## src/rtl/hazard_ctrl_p.sv

```systemverilog
// hazard_ctrl_p: load-use stall, branch/jump flush, external freeze and EX/ID forwarding selects.
// Controls are combinational from state and inputs (zero latency); ext_stall freezes all state except clr_cnt.
module hazard_ctrl_p #(
  parameter int RA_W     = 5,
  parameter int LOAD_LAT = 1,
  parameter int CNT_W    = 16
) (
  input  logic            clk,
  input  logic            reset,
  input  logic [RA_W-1:0] id_rs,
  input  logic [RA_W-1:0] id_rt,
  input  logic            id_uses_rs,
  input  logic            id_uses_rt,
  input  logic [RA_W-1:0] ex_rs,
  input  logic [RA_W-1:0] ex_rt,
  input  logic [RA_W-1:0] ex_rd,
  input  logic            ex_regwrite,
  input  logic            ex_memread,
  input  logic [RA_W-1:0] mem_rd,
  input  logic            mem_regwrite,
  input  logic            mem_memread,
  input  logic [RA_W-1:0] wb_rd,
  input  logic            wb_regwrite,
  input  logic            br_taken,
  input  logic            jump_id,
  input  logic            ext_stall,
  input  logic            clr_cnt,
  output logic            pc_stall,
  output logic            ifid_stall,
  output logic            ifid_flush,
  output logic            idex_flush,
  output logic            pipe_freeze,
  output logic [1:0]      fwd_a,
  output logic [1:0]      fwd_b,
  output logic            id_fwd_a,
  output logic            id_fwd_b,
  output logic [CNT_W-1:0] stall_cnt,
  output logic [CNT_W-1:0] flush_cnt
);

  localparam int LC_W = $clog2(LOAD_LAT + 1);

  typedef enum logic {RUN, LU_STALL} state_t;

  state_t           state_q, state_d;
  logic [LC_W-1:0]  lu_cnt_q, lu_cnt_d;
  logic [CNT_W-1:0] stall_cnt_q, stall_cnt_d;
  logic [CNT_W-1:0] flush_cnt_q, flush_cnt_d;
  logic             lu, inc_stall, inc_flush;
  logic             mem_fwd_ok, wb_fwd_ok;

  assign lu = ex_memread & ex_regwrite & (ex_rd != '0) &
              ((id_uses_rs & (ex_rd == id_rs)) | (id_uses_rt & (ex_rd == id_rt)));

  always_comb begin
    state_d     = state_q;
    lu_cnt_d    = lu_cnt_q;
    inc_stall   = 1'b0;
    inc_flush   = 1'b0;
    pc_stall    = 1'b0;
    ifid_stall  = 1'b0;
    ifid_flush  = 1'b0;
    idex_flush  = 1'b0;
    pipe_freeze = 1'b0;
    if (ext_stall) begin
      pipe_freeze = 1'b1;
      pc_stall    = 1'b1;
      ifid_stall  = 1'b1;
    end else if (br_taken) begin
      // wrong-path instructions are discarded, so any pending load-use stall is moot
      ifid_flush = 1'b1;
      idex_flush = 1'b1;
      state_d    = RUN;
      lu_cnt_d   = '0;
      inc_flush  = 1'b1;
    end else if (state_q == LU_STALL) begin
      pc_stall   = 1'b1;
      ifid_stall = 1'b1;
      idex_flush = 1'b1;
      inc_stall  = 1'b1;
      lu_cnt_d   = lu_cnt_q - LC_W'(1);
      if (lu_cnt_q <= LC_W'(1)) begin
        state_d  = RUN;
        lu_cnt_d = '0;
      end
    end else if (lu) begin
      pc_stall   = 1'b1;
      ifid_stall = 1'b1;
      idex_flush = 1'b1;
      inc_stall  = 1'b1;
      if (LOAD_LAT > 1) begin
        state_d  = LU_STALL;
        lu_cnt_d = LC_W'(LOAD_LAT - 1);
      end
    end else if (jump_id) begin
      ifid_flush = 1'b1;
      inc_flush  = 1'b1;
    end
  end

  always_comb begin
    stall_cnt_d = stall_cnt_q;
    flush_cnt_d = flush_cnt_q;
    if (clr_cnt) begin
      stall_cnt_d = '0;
      flush_cnt_d = '0;
    end else begin
      if (inc_stall && (stall_cnt_q != '1)) stall_cnt_d = stall_cnt_q + CNT_W'(1);
      if (inc_flush && (flush_cnt_q != '1)) flush_cnt_d = flush_cnt_q + CNT_W'(1);
    end
  end

  always_ff @(posedge clk or negedge reset) begin
    if (!reset) begin
      state_q     <= RUN;
      lu_cnt_q    <= '0;
      stall_cnt_q <= '0;
      flush_cnt_q <= '0;
    end else begin
      state_q     <= state_d;
      lu_cnt_q    <= lu_cnt_d;
      stall_cnt_q <= stall_cnt_d;
      flush_cnt_q <= flush_cnt_d;
    end
  end

  assign stall_cnt = stall_cnt_q;
  assign flush_cnt = flush_cnt_q;

  // a load still in MEM has no data yet; it can only be bypassed once it reaches WB
  assign mem_fwd_ok = mem_regwrite & ~mem_memread & (mem_rd != '0);
  assign wb_fwd_ok  = wb_regwrite & (wb_rd != '0);

  always_comb begin
    fwd_a = 2'b00;
    fwd_b = 2'b00;
    if (mem_fwd_ok && (mem_rd == ex_rs))     fwd_a = 2'b10;
    else if (wb_fwd_ok && (wb_rd == ex_rs))  fwd_a = 2'b01;
    if (mem_fwd_ok && (mem_rd == ex_rt))     fwd_b = 2'b10;
    else if (wb_fwd_ok && (wb_rd == ex_rt))  fwd_b = 2'b01;
  end

  assign id_fwd_a = wb_fwd_ok & (wb_rd == id_rs);
  assign id_fwd_b = wb_fwd_ok & (wb_rd == id_rt);

endmodule

```

## config.mk

```make
export PLATFORM = sky130hd
export DESIGN_NAME = hazard_ctrl_p
export DESIGN_NICKNAME = d
export VERILOG_FILES = /design/src/rtl/hazard_ctrl_p.sv
export SDC_FILE = /design/constraint.sdc
export NUM_CORES = 1
export LEC_CHECK = 0
export ABC_CLOCK_PERIOD_IN_PS = 2650
export CORE_MARGIN = 2
export CORE_UTILIZATION = 30
export CTS_CLUSTER_SIZE = 24
export DETAILED_ROUTE_END_ITERATION = 7
export PLACE_DENSITY_LB_ADDON = 0.3
export SLEW_MARGIN = 20
export SYNTH_ARGS = -nofsm -noshare
export SYNTH_HDL_FRONTEND = slang
export SYNTH_SLANG_ARGS = --single-unit
```

## constraint.sdc

```tcl
create_clock -name clk -period 2.65 [get_ports clk]
set_clock_uncertainty 0.2 [all_clocks]
set_input_delay 0.6625 -clock clk [delete_from_list [all_inputs] [get_ports clk]]
set_output_delay 0.6625 -clock clk [all_outputs]
set_load 0.02 [all_outputs]
```

==> summary.md, run 1 <==
| Metric | Value |
|---|---|
| Placed Area | 3620 µm² |
| R2R Setup Slk | 0.12 ns |
| Buf+Inv Stages, Crit Path | 4 |
| Ys Warns | 0 |
| HP Class | flop to flop |
| Max transition margin | 71.2% |
| Max cap viols | 0 |
| First-pass GRT wire length | 11.9 mm |
| Delay-heaviest family, CP | simple AND/OR/NAND/NOR gates |
| Met1 usage | 23.4% |
| Die area | 8060 µm² |
| Setup_tns | -1.64 ns |
| Max Root-Sink Buffers | 2 |
| Total power | 0.00122 W |
| Clock root cell | clkbuf_8 |
| Final Max Tran Viols | 0 |
| Routed Antenna Nets | 0 |
| Register area share after synthesis | 36.3% |
| Critical path data arrival time | 2.06 ns |
| Maximum VDD drop | 232 µV |
| Inserted Diodes | 0 |
| PnR worst setup slack | -0.270 ns |
| Area Overhead vs Synth | 80.5% |
| Rows | 31 |
| Fin crit period | 2.92 ns |
| Met2 Track Usage GR | 29.9% |
| Post-DP HPWL | 5.03 mm |
| Mapped Nets | 297 |
| Register clock-pin slew on the reported worst setup and hold paths | 0.07 ns |
| EDFF count, synth | 0 |
| Mapped cell area | 2210 µm² |
| CP Capture Type | primary output |
| Total number of H-tree levels | 2 |
| GRT Overall Usage | 17.9% |
| Main synth FF type | dfrtp_1 |
| Fmax | 0.342 GHz |
| Final core utilization | 55.5% |
| Leakage | 1.73 nW |
| Worst path slowest cell | or4_4 |
| FF-to-FF Start | flush_cnt[3]$_DFFE_PN0P_ |
| Count of final setup violators | 17 |
| Via Count | 2404 |
| Worst skew pair latency | 0.28 ns |
| DRT Pass-1 Iters | 5 |
| Synth cell types | 39 |
| Remaining global-route overflow | 0 |
| Starting Density | 30.7% |
| Final period util | 110% |
| Status | complete, but fails checks |
| # port buffers | 90 |
| Placer Congestion | 0.784 |
| Number of global-route vias before repair | 2379 |
| Worst Tran Pin Value | 0.431 ns |
| Worst setup SP type | input port |
| #FFs+latches synth | 32 |
| GR Layer Usage met3 | 3.94% |
| CTS Buf Count | 5 |
| IO Pins | 91 |
| Final wirelength | 7.33 mm |
| Core area | 7180 µm² |
| Wirelength per Cell | 15.0 µm |
| Pwr dens | 305 nW/µm² |
| Final hold viol count | 0 |
| Hold path start | stall_cnt[15]$_DFFE_PN0P_ |
| Post-synth ARST share | 100% |
| Slowest stage delay, CP | 0.54 ns |
| Initial antenna violation count | 0 |
| Largest net degree at the start of global routing | 33 |
| DRC | 0 |
| Worst Setup SP | mem_rd[2] |
| DR vias/cell | 4.92 |
| RSZ-0062 raised after global routing | true |
| Critical path type | input port to primary output |
| Clock tree from TritonCTS | done |
| Fillers | 639 |
| Crit path cell chain | buf_6 -> or4_4 -> o21ai_4 -> buf_6 -> nor4_4 -> buf_4 -> nor4_4 -> buf_4 |
| Share of cells above drive strength 1 | 35.9% |
| CP Max Fanout | 2 |
| GRT busiest layer | met2 |
| Die width | 89.8 µm |
| Post-CTS Hold Fix Bufs | 0 |
| Nets | 439 |
| Initial DRC Count | 76 |
| Failing checks | negative setup slack |
| WP data required | 1.79 ns |
| Clk sinks | 32 |
| Post-Syn Instances | 247 |
| Synthesized area per cell | 8.93 µm² |
| Chip height | 89.8 µm |
| Post-route cell area | 3980 µm² |
state kept, by name, indices dropped and copies added, names as in the netlist:
name,cells
stall_cnt,16
flush_cnt,16
cell families (layout without fill, tap and decap cells):
kind of cell	Yosys count	after routing	synth area share [%]
adder cells (fa/ha/maj)	2	2	1.13
flip-flops	32	32	36.3
multiplexers	4	4	1.93
AO/OA/AOI/OAI	30	31	9.13
AND/OR/NAND/NOR	102	102	24.6
XOR/XNOR	59	59	23.4
buffers and inverters	18	160	3.46
routing by layer:
layer / up-vias / wire length, µm / share of wire (%)
li1: 1155 / - / -
met4: 0 / 99 / 1.4
met2: 81 / 3600 / 49
met5: - / 0 / 0
met3: 8 / 360 / 4.9
met1: 1160 / 3270 / 45
worst register-to-register path, stage by stage (launching register included):
cell and delay (ns):
dfrtp_1 0.40, nand3_1 0.22, nor2_1 0.21, nand3_1 0.25
or3b_1 0.44, a2111oi_0 0.37, buf_4 0.18, xnor2_1 0.10
nor2_1 0.05
placed cells by master (no fill, tap or decap), types with 3 or more instances in the layout:
master           instances
xnor2_2                  4
a21oi_2                  4
and4_1                   3
and3_1                   7
dlygate4sd2_1            6
clkdlybuf4s50_1         43
clkbuf_2                11
dfrtp_1                 32
inv_1                    4
nor4_4                   4
xnor2_1                 22
nand2_1                 11
nand3_1                 16
dlymetal6s2s_1           4
nor2_1                  26
buf_4                   54
nand4_1                 10
clkbuf_8                 6
o31ai_1                  4
xor2_1                  33
or4_4                    7
clkdlybuf4s15_1          3
buf_6                   17
a21oi_1                  5
buf_2                    7
where the power goes:
part | switching (W) | internal (W) | leakage (nW)
logic | 0.000153 | 0.000173 | 1.24
registers | 0.00000505 | 0.000491 | 0.446
clock network | 0.000182 | 0.000212 | 0.0455
total | 0.000340 | 0.000876 | 1.73
cells in the mapped netlist (3+ instances only):
library cell   n  area (µm²)
xnor2_1       26         228
nor2b_1        3        18.8
xor2_1        33         289
or3_1          3        18.8
and4_1         3        26.3
nand3_1       18        90.1
or4_1          9        67.6
clkbuf_1      10        37.5
nor2_1        26        97.6
inv_1          4        15.0
dfrtp_1       32         801
o21ai_0        4        20.0
and3_1         7        43.8
o31ai_1        6        45.0
a21oi_1       11        55.1
nor4_1         6        37.5
nand2_1       12        45.0
nand4_1       10        62.6
cell type report:
| cell class | count | area (µm²) | share of cell area (%) |
|---|---|---|---|
| multi-input cells | 198 | 1660 | 41.6 |
| repair buffers | 148 | 1300 | 32.6 |
| flip-flops and latches | 32 | 801 | 20.1 |
| well taps | 99 | 124 | 3.11 |
| clock buffers | 8 | 90.1 | 2.26 |
| inverters | 4 | 15.0 | 0.377 |
timing repair:
| item | 4_1_cts | 5_1_grt |
|---|---|---|
| buffers inserted | 8 | 2 |
| pin swaps | 24 | 31 |
| gates cloned | 1 | 0 |
| gates resized for setup | 162 | 54 |
| setup endpoints to repair | 35 | 20 |
stage by stage:
stage	std cells	setup WS [ns]	hold slack, ns
CTS	487	-0.407	0.375
global route	489	-0.342	0.394
global placement	470	-1.03	0.345
detailed placement	470	-1.02	0.361
finish	489	-0.270	0.365
floorplan	247	-0.0865	0.167
worst paths after layout:
check | depth (start not counted) | to
min in group asynchronous | 2 | flush_cnt[13]$_DFFE_PN0P_
setup reg to reg | 8 | flush_cnt[13]$_DFFE_PN0P_
max in group asynchronous | 2 | flush_cnt[2]$_DFFE_PN0P_
hold / removal | 2 | stall_cnt[15]$_DFFE_PN0P_
setup / recovery | 8 | fwd_b[0]
hold reg to reg | 2 | stall_cnt[15]$_DFFE_PN0P_
Note: power is estimated with default switching activity, not from simulation.
==> run 2, diff against run 1 <==
- GPL_TIMING_DRIVEN: unset -> 0
- REMOVE_ABC_BUFFERS: unset -> 1
==> run 2 against run 1 <==
Net effect:
- the run still ends with negative setup slack left
- total power shrank 3.6%
- count of clock-buffer cells in the layout shrank 1
- sequential power hardly changed
- critical endpoint is now ifid_flush
- largest cell class unchanged
- largest power group unchanged
==> summary.md, run 2 (synthesized netlist as in run 1, its figures left out) <==
| Metric | Value |
|---|---|
| R2R Setup Slk | 0.07 ns |
| Status | complete, but fails checks |
| RSZ-0062 raised after global routing | true |
| Wirelength per Cell | 15.6 µm |
| Max Root-Sink Buffers | 2 |
| WP data required | 1.79 ns |
| Total number of H-tree levels | 2 |
| Worst path slowest cell | or3_1 |
| CTS Buf Count | 5 |
| Initial DRC Count | 32 |
| Clock tree from TritonCTS | done |
| Final core utilization | 48.4% |
| Register clock-pin slew on the reported worst setup and hold paths | 0.07 ns |
| Rows | 31 |
| Terminus of the critical flop-to-flop path | flush_cnt[13]$_DFFE_PN0P_ |
| Leakage | 1.44 nW |
| # port buffers | 90 |
| Nets | 394 |
| Chip height | 89.8 µm |
| Fin Hold WS | 0.367 ns |
| Crit path cell chain | buf_8 -> or3_1 -> o311a_1 -> a21bo_2 -> a21oi_2 -> buf_4 |
| Failing checks | negative setup slack |
| Final wirelength | 6.91 mm |
| DRC | 0 |
| Max layer used | met4 |
| Inserted Diodes | 0 |
| Die width | 89.8 µm |
| Final period util | 108% |
| Clock root cell | clkbuf_8 |
| Die area | 8060 µm² |
| R2R cell count | 7 |
| Met2 routed WL | 3.24 mm |
| CP Capture Type | primary output |
| Largest net degree at the start of global routing | 35 |
| Count of final setup violators | 16 |
| Cell Count, Final, Fillers Out | 443 |
| Final hold viol count | 0 |
| Number of global-route vias before repair | 2253 |
| Starting Density | 30.7% |
| Max cap viols | 0 |
| Worst skew pair latency | 0.29 ns |
| Routed Antenna Nets | 0 |
| Fin crit period | 2.85 ns |
| Critical path data arrival time | 1.99 ns |
| IO Pins | 91 |
| Slowest stage delay, CP | 0.36 ns |
| Worst Setup EP | ifid_flush |
| Placer Congestion | 0.808 |
| Worst Setup SP | ex_rd[2] |
| Post-route cell area | 3470 µm² |
| Worst setup SP type | input port |
| Remaining global-route overflow | 0 |
| DRT Pass-1 Iters | 4 |
| DR vias/cell | 5.03 |
| Via Count | 2227 |
| Initial antenna violation count | 0 |
| Placed Instances | 423 |
| Area Overhead vs Synth | 57.3% |
| HP Class | flop to flop |
| Critical path type | input port to primary output |
| Pwr dens | 338 nW/µm² |
| Fmax | 0.351 GHz |
| PnR worst setup slack | -0.200 ns |
| Most frequent cells in the layout | clkdlybuf4s50_1, xor2_1, dfrtp_1 |
| Commonest non-fill, non-tap cell in the layout | clkdlybuf4s50_1 |
| GRT Overall Usage | 16.5% |
| Maximum VDD drop | 260 µV |
| Share of cells above drive strength 1 | 25.0% |
| Max transition margin | 57.4% |
| Post-DP HPWL | 4.74 mm |
| FF-to-FF Start | flush_cnt[2]$_DFFE_PN0P_ |
| CP Max Fanout | 4 |
| Core area | 7180 µm² |
| Met3 routed WL | 399 µm |
| Worst Tran Pin Value | 0.638 ns |
| Clk sinks | 32 |
| Placed Area | 3180 µm² |
| Final Max Tran Viols | 0 |
| Met1 WL | 3.15 mm |
| First-pass GRT wire length | 10.9 mm |
| Setup_tns | -1.60 ns |
run 2: changes by cell type in the layout (fill, tap and decap cells not counted), moves of 3 or more:
cell             previous run  this run
buf_4                      54        16
buf_2                       7        17
clkbuf_2                   11         2
buf_6                      17        10
clkdlybuf4s50_1            43        39
or4_1                       2         6
or4_4                       7         3
a21oi_1                     5         8
run 2: area by class of cell:
cell class,count,area (µm²)
sequential,32,801
timing repair buffer,104,952
inverter,4,15.0
tap,99,124
multi-input combinational,197,1480
clock buffer,7,96.3
fill,710,3700
run 2: timing repair:
action | CTS | global route
hold buffers | 1 | 0
hold endpoints to repair | 4 | 0
pin swaps | 25 | 12
setup buffers | 5 | 7
endpoints found under the setup margin | 43 | 31
gates resized for setup | 213 | 25
cloned | 0 | 0
run 2: worst min path at each step:
stage / cells after the start / slack [ns] / endpoint / startpoint
2_1_floorplan: 0 / 0.17 / flush_cnt[0]$_DFFE_PN0P_ / reset
3_3_place_gp: 2 / 0.34 / stall_cnt[14]$_DFFE_PN0P_ / stall_cnt[14]$_DFFE_PN0P_
3_5_place_dp: 1 / 0.30 / flush_cnt[5]$_DFFE_PN0P_ / reset
4_1_cts: 2 / 0.37 / flush_cnt[14]$_DFFE_PN0P_ / flush_cnt[14]$_DFFE_PN0P_
5_1_grt: 2 / 0.40 / stall_cnt[14]$_DFFE_PN0P_ / stall_cnt[14]$_DFFE_PN0P_
6_report: 2 / 0.37 / flush_cnt[14]$_DFFE_PN0P_ / flush_cnt[14]$_DFFE_PN0P_
run 2: layer usage:
metal,track usage [%],vias to the layer above
met5,0,-
met4,5.26,0
met3,4.36,8
met2,27.1,83
met1,21.2,1067
li1,-,1069
run 2: worst max-delay path: cells and delay by family:
| family | cells | cell delay [ns] |
|---|---|---|
| and+or+nand+nor | 1 | 0.36 |
| buffers and inverters | 2 | 0.26 |
| AOI/OAI and AO/OA | 3 | 0.71 |
run 2: report_power, final:
part / switching (W) / internal [W] / total, W
registers: 0.00000497 / 0.000491 / 0.000496
clock network: 0.000184 / 0.000231 / 0.000415
logic: 0.000129 / 0.000132 / 0.000261
run 2: metrics by stage:
step	total power (W)	setup WS (ns)
after global placement	0.000730	-1.28
after floorplan	0.000588	-0.492
after CTS	0.00116	-0.256
after global routing	0.00121	-0.238
final	0.00117	-0.200
after detailed placement	0.000735	-1.27
==> run 3, diff against run 2 <==
- PLACE_DENSITY: unset -> 0.59
- PLACE_DENSITY_LB_ADDON: 0.3 -> unset
==> run 3 against run 2 <==
Net effect:
- the run still ends with negative setup slack left
- die area unchanged
- sequential power about the same
- combinational power down 5%
- routed wire length down 1.6%
- clock power is 17% lower
- count of clock-buffer cells in the layout is 2 lower
- flip-flop and latch count unchanged
==> summary.md, run 3 (synthesized netlist as in run 1, its figures left out) <==
| Metric | Value |
|---|---|
| Initial DRC Count | 26 |
| Critical path data arrival time | 2.01 ns |
| DRC | 0 |
| Final wirelength | 6.79 mm |
| Most frequent cells in the layout | clkdlybuf4s50_1, xor2_1, dfrtp_1 |
| Initial antenna violation count | 0 |
| Failing checks | negative setup slack |
| Final core utilization | 47.0% |
| Number of global-route vias before repair | 2183 |
| Starting Density | 30.7% |
| Final period util | 108% |
| Terminus of the critical flop-to-flop path | flush_cnt[13]$_DFFE_PN0P_ |
| Max transition margin | 58.4% |
| Rows | 31 |
| Pwr dens | 323 nW/µm² |
| Fmax | 0.348 GHz |
| FF-to-FF Start | flush_cnt[2]$_DFFE_PN0P_ |
| Worst skew pair latency | 0.28 ns |
| Placer Congestion | 0.778 |
| Clock root cell | clkbuf_8 |
| R2R cell count | 7 |
| Final Max Tran Viols | 0 |
| Total number of H-tree levels | 2 |
| Routed Antenna Nets | 0 |
| Count of final setup violators | 16 |
| Worst setup SP type | input port |
| Commonest non-fill, non-tap cell in the layout | clkdlybuf4s50_1 |
| Remaining global-route overflow | 0 |
| Post-route cell area | 3370 µm² |
| Wirelength per Cell | 15.7 µm |
| Die width | 89.8 µm |
| Area Overhead vs Synth | 52.9% |
| Register clock-pin slew on the reported worst setup and hold paths | 0.07 ns |
| R2R Setup Slk | 0.12 ns |
| Worst path slowest cell | or3_4 |
| IO Pins | 91 |
| Post-DP HPWL | 4.81 mm |
| Chip height | 89.8 µm |
| Via Count | 2154 |
| GRT Overall Usage | 16.6% |
| Total power | 0.00109 W |
| Core area | 7180 µm² |
| Largest net degree at the start of global routing | 35 |
| Inserted Diodes | 0 |
| Worst Tran Pin Value | 0.624 ns |
| Setup_tns | -1.93 ns |
| Status | complete, but fails checks |
| DR vias/cell | 4.96 |
| HP Class | input port to asynchronous set/reset pin |
| CTS Buf Count | 5 |
| Fin Hold WS | 0.00805 ns |
| RSZ-0062 raised after global routing | true |
| Leakage | 1.38 nW |
| Final hold viol count | 0 |
| Critical path type | input port to primary output |
| Placed Area | 3180 µm² |
| Nets | 387 |
| WP data required | 1.79 ns |
| CP Capture Type | primary output |
| Clk sinks | 32 |
| Die area | 8060 µm² |
| # port buffers | 90 |
| First-pass GRT wire length | 11.1 mm |
| PnR worst setup slack | -0.220 ns |
| Slowest stage delay, CP | 0.38 ns |
| CP Max Fanout | 3 |
| Maximum VDD drop | 305 µV |
| Max cap viols | 0 |
| Fin crit period | 2.87 ns |
| Clock tree from TritonCTS | done |
| Crit path cell chain | buf_8 -> or3_4 -> o311a_4 -> a21bo_4 -> a21oi_2 -> buf_4 |
| DRT Pass-1 Iters | 5 |
| Max Root-Sink Buffers | 2 |
| Share of cells above drive strength 1 | 23.0% |
## run 3: changes by cell type in the layout (fill, tap and decap cells not counted), moves of 2 or more
cell	previous run	this run
dlygate4sd2_1	7	9
a21oi_1	8	10
a21oi_2	3	1
clkbuf_8	7	5
buf_6	10	5
nor4_2	3	1
clkdlybuf4s15_1	3	1
## run 3: worst max path at each step
stage	start	end	slack [ns]	cells past startpoint
2_1_floorplan	mem_rd[1]	fwd_a[0]	-0.49	4
3_3_place_gp	wb_rd[3]	fwd_a[0]	-1.31	6
3_5_place_dp	mem_rd[1]	fwd_b[0]	-1.32	6
4_1_cts	ex_rd[2]	ifid_flush	-0.29	6
5_1_grt	ex_rd[2]	ifid_flush	-0.26	6
6_report	ex_rd[2]	ifid_flush	-0.22	6
## run 3: repair_timing
action / CTS / global route
setup endpoints to repair: 43 / 36
gates resized for setup: 201 / 26
hold endpoints to repair: 0 / 0
gates cloned: 0 / 0
hold buffers: 0 / 0
pin swaps: 25 / 11
buffers inserted: 6 / 0
## run 3: worst max-delay path: cells and delay by family
kind | cells | cell delay (ns)
AO/OA/AOI/OAI | 3 | 0.71
buffers and inverters | 2 | 0.26
AND/OR/NAND/NOR | 1 | 0.38
## run 3: cell type report
class / instances / area (µm²)
repair buffers: 97 / 863
clock buffers: 5 / 68.8
fillers: 720 / 3800
multi-input cells: 197 / 1500
inverters: 4 / 15.0
well taps: 99 / 124
flip-flops and latches: 32 / 801
## run 3: where the power goes
part / switching (W) / total, W / internal, W
clock: 0.000175 / 0.000344 / 0.000169
sequential: 0.00000520 / 0.000497 / 0.000491
combinational: 0.000127 / 0.000249 / 0.000122
total: 0.000307 / 0.00109 / 0.000783
## run 3: per-layer routing
metal	up-vias	GRT usage, %	routed length (µm)
li1	1050	-	-
met1	1017	22.5	3130
met2	82	26.6	3140
met3	5	4.53	454
met4	0	3.85	64
met5	-	0	0
## run 3: metrics by stage
| stage | instances | worst slack [ns] |
|---|---|---|
| after floorplan | 233 | -0.492 |
| after global placement | 422 | -1.31 |
| after detailed placement | 423 | -1.32 |
| after CTS | 434 | -0.293 |
| after global routing | 434 | -0.256 |
| final | 434 | -0.220 |
